## src/rtl/gs_sweep_scheduler_if.sv

```systemverilog
// ----------------------------------------------------------------------------
// gs_sweep_scheduler_if
// Issue/result channel between the Gauss-Seidel sweep scheduler (master) and
// the shared row-update core (slave).
//   o_core_valid : one-cycle issue strobe, scheduler -> core
//   o_core_row   : row being issued/awaited
//   o_core_x     : current x without row o_core_row, ascending index, lowest
//                  index at MSBs
//   o_core_xold  : current x[o_core_row]
//   i_core_valid : result strobe, core -> scheduler
//   i_core_x     : result x_next for the awaited row
// ----------------------------------------------------------------------------
interface gs_sweep_scheduler_if #(
  parameter int N_ROW = 8,
  parameter int W_X   = 32
);
  logic                       o_core_valid;
  logic [2:0]                 o_core_row;
  logic [(N_ROW-1)*W_X-1:0]   o_core_x;
  logic [W_X-1:0]             o_core_xold;
  logic                       i_core_valid;
  logic [W_X-1:0]             i_core_x;

  modport master (
    output o_core_valid, o_core_row, o_core_x, o_core_xold,
    input  i_core_valid, i_core_x
  );

  modport slave (
    input  o_core_valid, o_core_row, o_core_x, o_core_xold,
    output i_core_valid, i_core_x
  );
endinterface

```

## src/rtl/gs_sweep_scheduler.sv

```systemverilog
// ----------------------------------------------------------------------------
// gs_sweep_scheduler
// Sequences the shared row-update core through Gauss-Seidel sweeps. Owns the
// 8-entry x register file; each core result is written back at once so later
// rows of the same sweep see fresh values. Stops after the sweep limit or when
// a sweep's largest update magnitude falls below the tolerance.
//   i_clk, i_reset : clock, synchronous active-high reset
//   i_start        : start request (IDLE only), captures i_iter/i_tol/i_x
//   i_iter         : sweep limit, 0 treated as 1
//   i_tol          : unsigned convergence threshold, 0 disables early stop
//   i_x            : initial vector, x0 at MSBs
//   core           : issue/result channel to the row core (master side)
//   o_busy         : high in every state except IDLE
//   o_x            : final vector, x0 at MSBs, held until the next run ends
//   o_valid        : one-cycle done pulse
//   o_iters        : sweeps completed in the last run
//   o_converged    : last run ended on tolerance
// ----------------------------------------------------------------------------
module gs_sweep_scheduler #(
  parameter int N_ROW = 8,
  parameter int W_X   = 32,
  parameter int W_IT  = 4
) (
  input  logic                   i_clk,
  input  logic                   i_reset,
  input  logic                   i_start,
  input  logic [W_IT-1:0]        i_iter,
  input  logic [W_X-1:0]         i_tol,
  input  logic [N_ROW*W_X-1:0]   i_x,
  gs_sweep_scheduler_if.master   core,
  output logic                   o_busy,
  output logic [N_ROW*W_X-1:0]   o_x,
  output logic                   o_valid,
  output logic [W_IT-1:0]        o_iters,
  output logic                   o_converged
);

  typedef enum logic [1:0] {S_IDLE, S_ISSUE, S_WAIT, S_DONE} state_t;

  state_t                state;
  logic [W_X-1:0]        x_q [N_ROW];
  logic [2:0]            row_q;
  logic [W_IT-1:0]       limit_q;
  logic [W_IT-1:0]       sweep_q;
  logic [W_X-1:0]        tol_q;
  logic [W_X-1:0]        max_q;

  logic signed [W_X:0]   diff;
  logic [W_X:0]          mag;
  logic [W_X-1:0]        delta;
  logic [W_X-1:0]        max_next;
  logic [W_IT-1:0]       sweep_next;
  logic [N_ROW*W_X-1:0]  x_final;
  logic [2:0]            idx;

  // Update magnitude, sweep-max and saturating sweep count for the row in
  // flight; only consumed when a result is accepted in WAIT.
  // NOTE: every always_comb output gets a default first so no path leaves a
  // signal unassigned, which would infer a latch.
  always_comb begin
    diff       = $signed({core.i_core_x[W_X-1], core.i_core_x})
               - $signed({x_q[row_q][W_X-1], x_q[row_q]});
    mag        = diff[W_X] ? $unsigned(-diff) : $unsigned(diff);
    delta      = mag[W_X] ? '1 : mag[W_X-1:0];
    max_next   = (delta > max_q) ? delta : max_q;
    sweep_next = (sweep_q == '1) ? sweep_q : sweep_q + 1'b1;
  end

  // Vector as it will look after the pending write, so o_x is valid in the
  // same cycle as o_valid.
  always_comb begin
    x_final = '0;
    for (int i = 0; i < N_ROW; i++) begin
      x_final[(N_ROW-1-i)*W_X +: W_X] = (3'(i) == row_q) ? core.i_core_x : x_q[i];
    end
  end

  // Operand vector for the core: x with the current row squeezed out.
  always_comb begin
    core.o_core_x = '0;
    idx           = '0;
    for (int i = 0; i < N_ROW-1; i++) begin
      idx = (3'(i) < row_q) ? 3'(i) : 3'(i+1);
      core.o_core_x[(N_ROW-2-i)*W_X +: W_X] = x_q[idx];
    end
  end

  assign core.o_core_row  = row_q;
  assign core.o_core_xold = x_q[row_q];

  // NOTE: sequential state uses non-blocking assignments only, so every
  // register samples pre-edge values regardless of statement order.
  always_ff @(posedge i_clk) begin
    if (i_reset) begin
      state             <= S_IDLE;
      // NOTE: the x file is reset because its contents drive o_core_x and
      // o_core_xold, which must read zero out of reset.
      for (int i = 0; i < N_ROW; i++) x_q[i] <= '0;
      row_q             <= '0;
      limit_q           <= '0;
      sweep_q           <= '0;
      tol_q             <= '0;
      max_q             <= '0;
      core.o_core_valid <= 1'b0;
      o_busy            <= 1'b0;
      o_x               <= '0;
      o_valid           <= 1'b0;
      o_iters           <= '0;
      o_converged       <= 1'b0;
    end else begin
      core.o_core_valid <= 1'b0;
      o_valid           <= 1'b0;
      unique case (state)
        S_IDLE: begin
          if (i_start) begin
            for (int i = 0; i < N_ROW; i++) x_q[i] <= i_x[(N_ROW-1-i)*W_X +: W_X];
            limit_q           <= (i_iter == '0) ? W_IT'(1) : i_iter;
            tol_q             <= i_tol;
            row_q             <= '0;
            sweep_q           <= '0;
            max_q             <= '0;
            o_iters           <= '0;
            o_converged       <= 1'b0;
            o_busy            <= 1'b1;
            core.o_core_valid <= 1'b1;
            state             <= S_ISSUE;
          end
        end
        S_ISSUE: state <= S_WAIT;
        S_WAIT: begin
          if (core.i_core_valid) begin
            x_q[row_q] <= core.i_core_x;
            max_q      <= max_next;
            if (row_q != 3'd7) begin
              row_q             <= row_q + 1'b1;
              core.o_core_valid <= 1'b1;
              state             <= S_ISSUE;
            end else begin
              sweep_q <= sweep_next;
              o_iters <= sweep_next;
              if (tol_q != '0 && max_next < tol_q) begin
                o_converged <= 1'b1;
                o_valid     <= 1'b1;
                o_x         <= x_final;
                state       <= S_DONE;
              end else if (sweep_next == limit_q) begin
                o_valid <= 1'b1;
                o_x     <= x_final;
                state   <= S_DONE;
              end else begin
                row_q             <= '0;
                max_q             <= '0;
                core.o_core_valid <= 1'b1;
                state             <= S_ISSUE;
              end
            end
          end
        end
        S_DONE: begin
          o_busy <= 1'b0;
          state  <= S_IDLE;
        end
      endcase
    end
  end

endmodule
```

## src/flat_wrapper.sv

```systemverilog
// flat-port wrapper written by rule: the top's interface ports become plain ports
module gs_sweep_scheduler_flat 
#(
  parameter int N_ROW = 8,
  parameter int W_X   = 32,
  parameter int W_IT  = 4
)
  (i_clk, i_reset, i_start, i_iter, i_tol, i_x, o_busy, o_x, o_valid, o_iters, o_converged, core_o_core_valid, core_o_core_row, core_o_core_x, core_o_core_xold, core_i_core_valid, core_i_core_x);
  gs_sweep_scheduler_if #(.N_ROW(N_ROW), .W_X(W_X)) core_i ();
  input  logic i_clk;
  input  logic i_reset;
  input  logic i_start;
  input  logic [W_IT-1:0] i_iter;
  input  logic [W_X-1:0] i_tol;
  input  logic [N_ROW*W_X-1:0] i_x;
  output logic o_busy;
  output logic [N_ROW*W_X-1:0] o_x;
  output logic o_valid;
  output logic [W_IT-1:0] o_iters;
  output logic o_converged;
  output wire logic [$bits(core_i.o_core_valid)-1:0] core_o_core_valid;
  output wire logic [$bits(core_i.o_core_row)-1:0] core_o_core_row;
  output wire logic [$bits(core_i.o_core_x)-1:0] core_o_core_x;
  output wire logic [$bits(core_i.o_core_xold)-1:0] core_o_core_xold;
  input wire logic [$bits(core_i.i_core_valid)-1:0] core_i_core_valid;
  input wire logic [$bits(core_i.i_core_x)-1:0] core_i_core_x;
  assign core_o_core_valid = core_i.o_core_valid;
  assign core_o_core_row = core_i.o_core_row;
  assign core_o_core_x = core_i.o_core_x;
  assign core_o_core_xold = core_i.o_core_xold;
  assign core_i.i_core_valid = core_i_core_valid;
  assign core_i.i_core_x = core_i_core_x;
  gs_sweep_scheduler #(.N_ROW(N_ROW), .W_X(W_X), .W_IT(W_IT)) u_core (.i_clk(i_clk), .i_reset(i_reset), .i_start(i_start), .i_iter(i_iter), .i_tol(i_tol), .i_x(i_x), .core(core_i), .o_busy(o_busy), .o_x(o_x), .o_valid(o_valid), .o_iters(o_iters), .o_converged(o_converged));
endmodule
```

## config.mk

```make
export PLATFORM = sky130hd
export DESIGN_NAME = gs_sweep_scheduler_flat
export DESIGN_NICKNAME = d
export VERILOG_FILES = /design/src/rtl/gs_sweep_scheduler_if.sv /design/src/rtl/gs_sweep_scheduler.sv /design/src/flat_wrapper.sv
export SDC_FILE = /design/constraint.sdc
export NUM_CORES = 2
export LEC_CHECK = 0
export CAP_MARGIN = 15
export CELL_PAD_IN_SITES_DETAIL_PLACEMENT = 1
export CELL_PAD_IN_SITES_GLOBAL_PLACEMENT = 2
export CORE_MARGIN = 2
export CORE_UTILIZATION = 32
export CTS_CLUSTER_SIZE = 25
export DETAILED_ROUTE_END_ITERATION = 7
export GPL_TIMING_DRIVEN = 1
export PLACE_DENSITY = 0.88
export SKIP_LAST_GASP = 1
export SLEW_MARGIN = 10
export SYNTH_ARGS = -nofsm -noshare
export SYNTH_HDL_FRONTEND = slang
export SYNTH_SLANG_ARGS = --single-unit
```

## constraint.sdc

```tcl
create_clock -name i_clk -period 13.7 [get_ports i_clk]
set_clock_uncertainty 0.2 [all_clocks]
set_input_delay 2.74 -clock i_clk [delete_from_list [all_inputs] [get_ports i_clk]]
set_output_delay 2.74 -clock i_clk [all_outputs]
set_load 0.1 [all_outputs]
```

==> results.toml <==
[critical_path]
path_max_fanout = 100
max_stage_delay_ps = 680
ff2ff_setup_slack_ps = 1600
worst_path_most_repeated_cell = "a21oi_1"
critical_path_class = "primary input to register"
slowest_stage = "or4_1"
crit_required_ps = 14020
end_kind = "register"
arrival_ps = 12670
critPathLaunchType = "primary input"

[detailed_routing]
drtAntennaViolNets = 0
vias_per_cell = 5.90
postRouteWirelength_um = 194000
wl_per_cell_um = 33.5
drt_iter0_drc = 3664
vias = 34000
drc = 0
firstDrtPassIters = 5

[clock_tree]
clockBufferDepth = 3
htreeDepth = 3
clk_pin_slew_ps = 60
post_cts_buffers = 0
hold_buffers = 0
cts_made_buffers = 73
cts_tree = "built"
cts.repair.resized = 0
clock_latency_ps = 670
clkSinkCount = 596
clockRootBuffer = "clkbuf_16"

[logic_synthesis]
ys_seq_area_share_pct = 40.4
netlist_top_cells_area = "edfxtp_1 21%, dfxtp_1 19%, mux2_2 7.2%"
synth_area_per_cell_um2 = 10.3
yosys.area.top_type_share_pct = 21.4
synth_top_flop_cell = "dfxtp_1"
synthArstFlopShare_pct = 0
ys_types = 83
synth.most_common_cell = "nor2_1"
syn_inst = 3488
netlist_area_mm2 = 0.0359
ys_seq_elements = 596
synth_commonest_cells = "341 x nor2_1, 340 x dfxtp_1, 311 x nand2_1"
synth_edf_count = 256
synth_top_cell_by_area = "edfxtp_1"
yosys_warnings = 0
synth_fp_nets = 3919

[die]
coreArea_mm2 = 0.111
pin_count = 851
start_util_pct = 32.3
fp.dieArea_mm2 = 0.115
num_rows = 122
die_w_um = 339
die_y_um = 339

[cells_and_area]
design_area_mm2 = 0.0485
area_delta_synth_final_pct = 35.1
final_nets = 4626
nFillCells = 12100
drive_above_1_share_pct = 20.1

[timing]
maxSlewViolCount = 0
hold_viol = 0
maxSlewHeadroom_pct = 12.2
max_freq_mhz = 81.0
rsz0062_at_grt = "no"
setup_tns_ps = 0
worst_pin_slew_ps = 1320
setup_viol = 0
finalCriticalPeriod_ps = 12350
fin_crit_sh_pct = 90.1
worst_hold_slack_ps = 254

[global_route]
grt-ovfl-total = 0
grt_start_max_net_pins = 193
grt_first_pass_wirelength_um = 268000
grt_usage_pct = 32.4
grt_pass1_vias = 34400
antenna_found_initial = 43

[power]
ir_drop_v = 0.0000982
cellPowerDensity_mw_per_mm2 = 134
p_leak_nw = 17.8

[placed_design]
place_congestion = 0.957
dp_hpwl_um = 148000
dpl-instance-area_mm2 = 0.0460
port_buffers = 850

[run]
max_cap_violations = 0

[status]
status = "complete, no violations"

[min_path]
hold_path.class = "register to register"
==> layer usage <==
metal	vias up	part of all wire, %	track usage [%]
li1	14500	-	-
met1	17200	39	40.8
met2	1902	45	50.0
met3	484	10	8.56
met4	20	6.5	18.5
met5	-	0.072	0
==> state kept, by name, indices dropped and copies added (netlist names), named ones only <==
| signal | count |
|---|---|
| u_core.max_q | 32 |
| u_core.limit_q | 4 |
| u_core.o_x | 256 |
| u_core.sweep_q | 4 |
| u_core.tol_q | 32 |
| u_core.core.o_core_row | 3 |
| u_core.o_converged | 1 |
| u_core.state | 2 |
| u_core.core.o_core_valid | 1 |
| u_core.o_valid | 1 |
| u_core.o_busy | 1 |
| u_core.x_q | 256 |
==> final cells by class <==
type	instances	area (um2)	area share [%]
Antenna cell	29	72.6	0.150
Clock buffer	105	2100	4.33
Clock inverter	31	359	0.741
Inverter	119	447	0.921
Multi-Input combinational cell	2438	19700	40.6
Sequential cell	596	14500	29.9
Tap cell	1488	1860	3.84
Timing Repair Buffer	967	9440	19.5
==> power breakdown <==
group | leakage (nW) | switching (mW) | internal [mW] | total (mW)
clock | 1.21 | 0.875 | 1.16 | 2.03
combinational | 11.1 | 1.60 | 0.766 | 2.36
sequential | 5.51 | 0.124 | 1.95 | 2.08
total | 17.8 | 2.60 | 3.88 | 6.47
==> through the flow <==
step                setup slack (ps)  utilization (%)  power (mW)  cells
finish                          1350             43.7        6.47   5773
global route                     768             43.7        6.70   5766
CTS                             1530             43.6        6.46   5744
detailed placement               862             41.4        4.44   5608
global placement                1100             41.4        4.40   5608
floorplan                       2510                -        3.62   3488
==> cell families (layout without fill, tap and decap cells) <==
kind of cell             after synthesis  in the layout  synth area share [%]
adder cells (fa/ha/maj)              103            103                  3.61
AND/OR/NAND/NOR                      900            900                  10.8
multiplexers                         513            513                  17.3
other                                  0             29                     0
AO/OA/AOI/OAI                        877            877                  21.4
flip-flops                           596            596                  40.4
XOR/XNOR                              45             45                  1.10
buffers and inverters                454           1222                  5.33
==> cells in the final DEF (no fill, tap or decap), types with 17 or more instances in the layout <==
cell,instances
clkdlybuf4s50_1,795
nor2_1,336
dfxtp_1,336
nand2_1,307
edfxtp_1,256
a22o_1,235
mux2_2,228
mux2i_1,221
a211oi_2,161
buf_4,156
inv_1,118
a21oi_1,104
o21ai_0,104
ha_1,100
nand3_1,96
clkbuf_16,74
mux4_2,64
a311oi_2,40
diode_2,29
xnor2_1,29
o211ai_1,26
a311oi_1,26
nand4_1,25
a21o_1,24
nor3_1,21
nor4_1,18
clkbuf_1,18
o21a_1,17
==> critical path, delay by kind of cell <==
| kind | cells | cell delay [ps] |
|---|---|---|
| adder cells (fa/ha/maj) | 4 | 1250 |
| AO/OA/AOI/OAI | 17 | 4140 |
| buffers and inverters | 5 | 1630 |
| AND/OR/NAND/NOR | 10 | 2800 |
==> worst paths after layout <==
| check | endpoint | cells after the start | start |
|---|---|---|---|
| worst min-delay path | u_core.max_q[10] | 2 | u_core.max_q[10] |
| worst min register to register | u_core.max_q[10] | 2 | u_core.max_q[10] |
| worst max register to register | u_core.o_x[36] | 36 | register |
| worst max-delay path | u_core.o_x[36] | 36 | core_i_core_x[0] |
No activity file was read; power rests on OpenSTA's default activity.
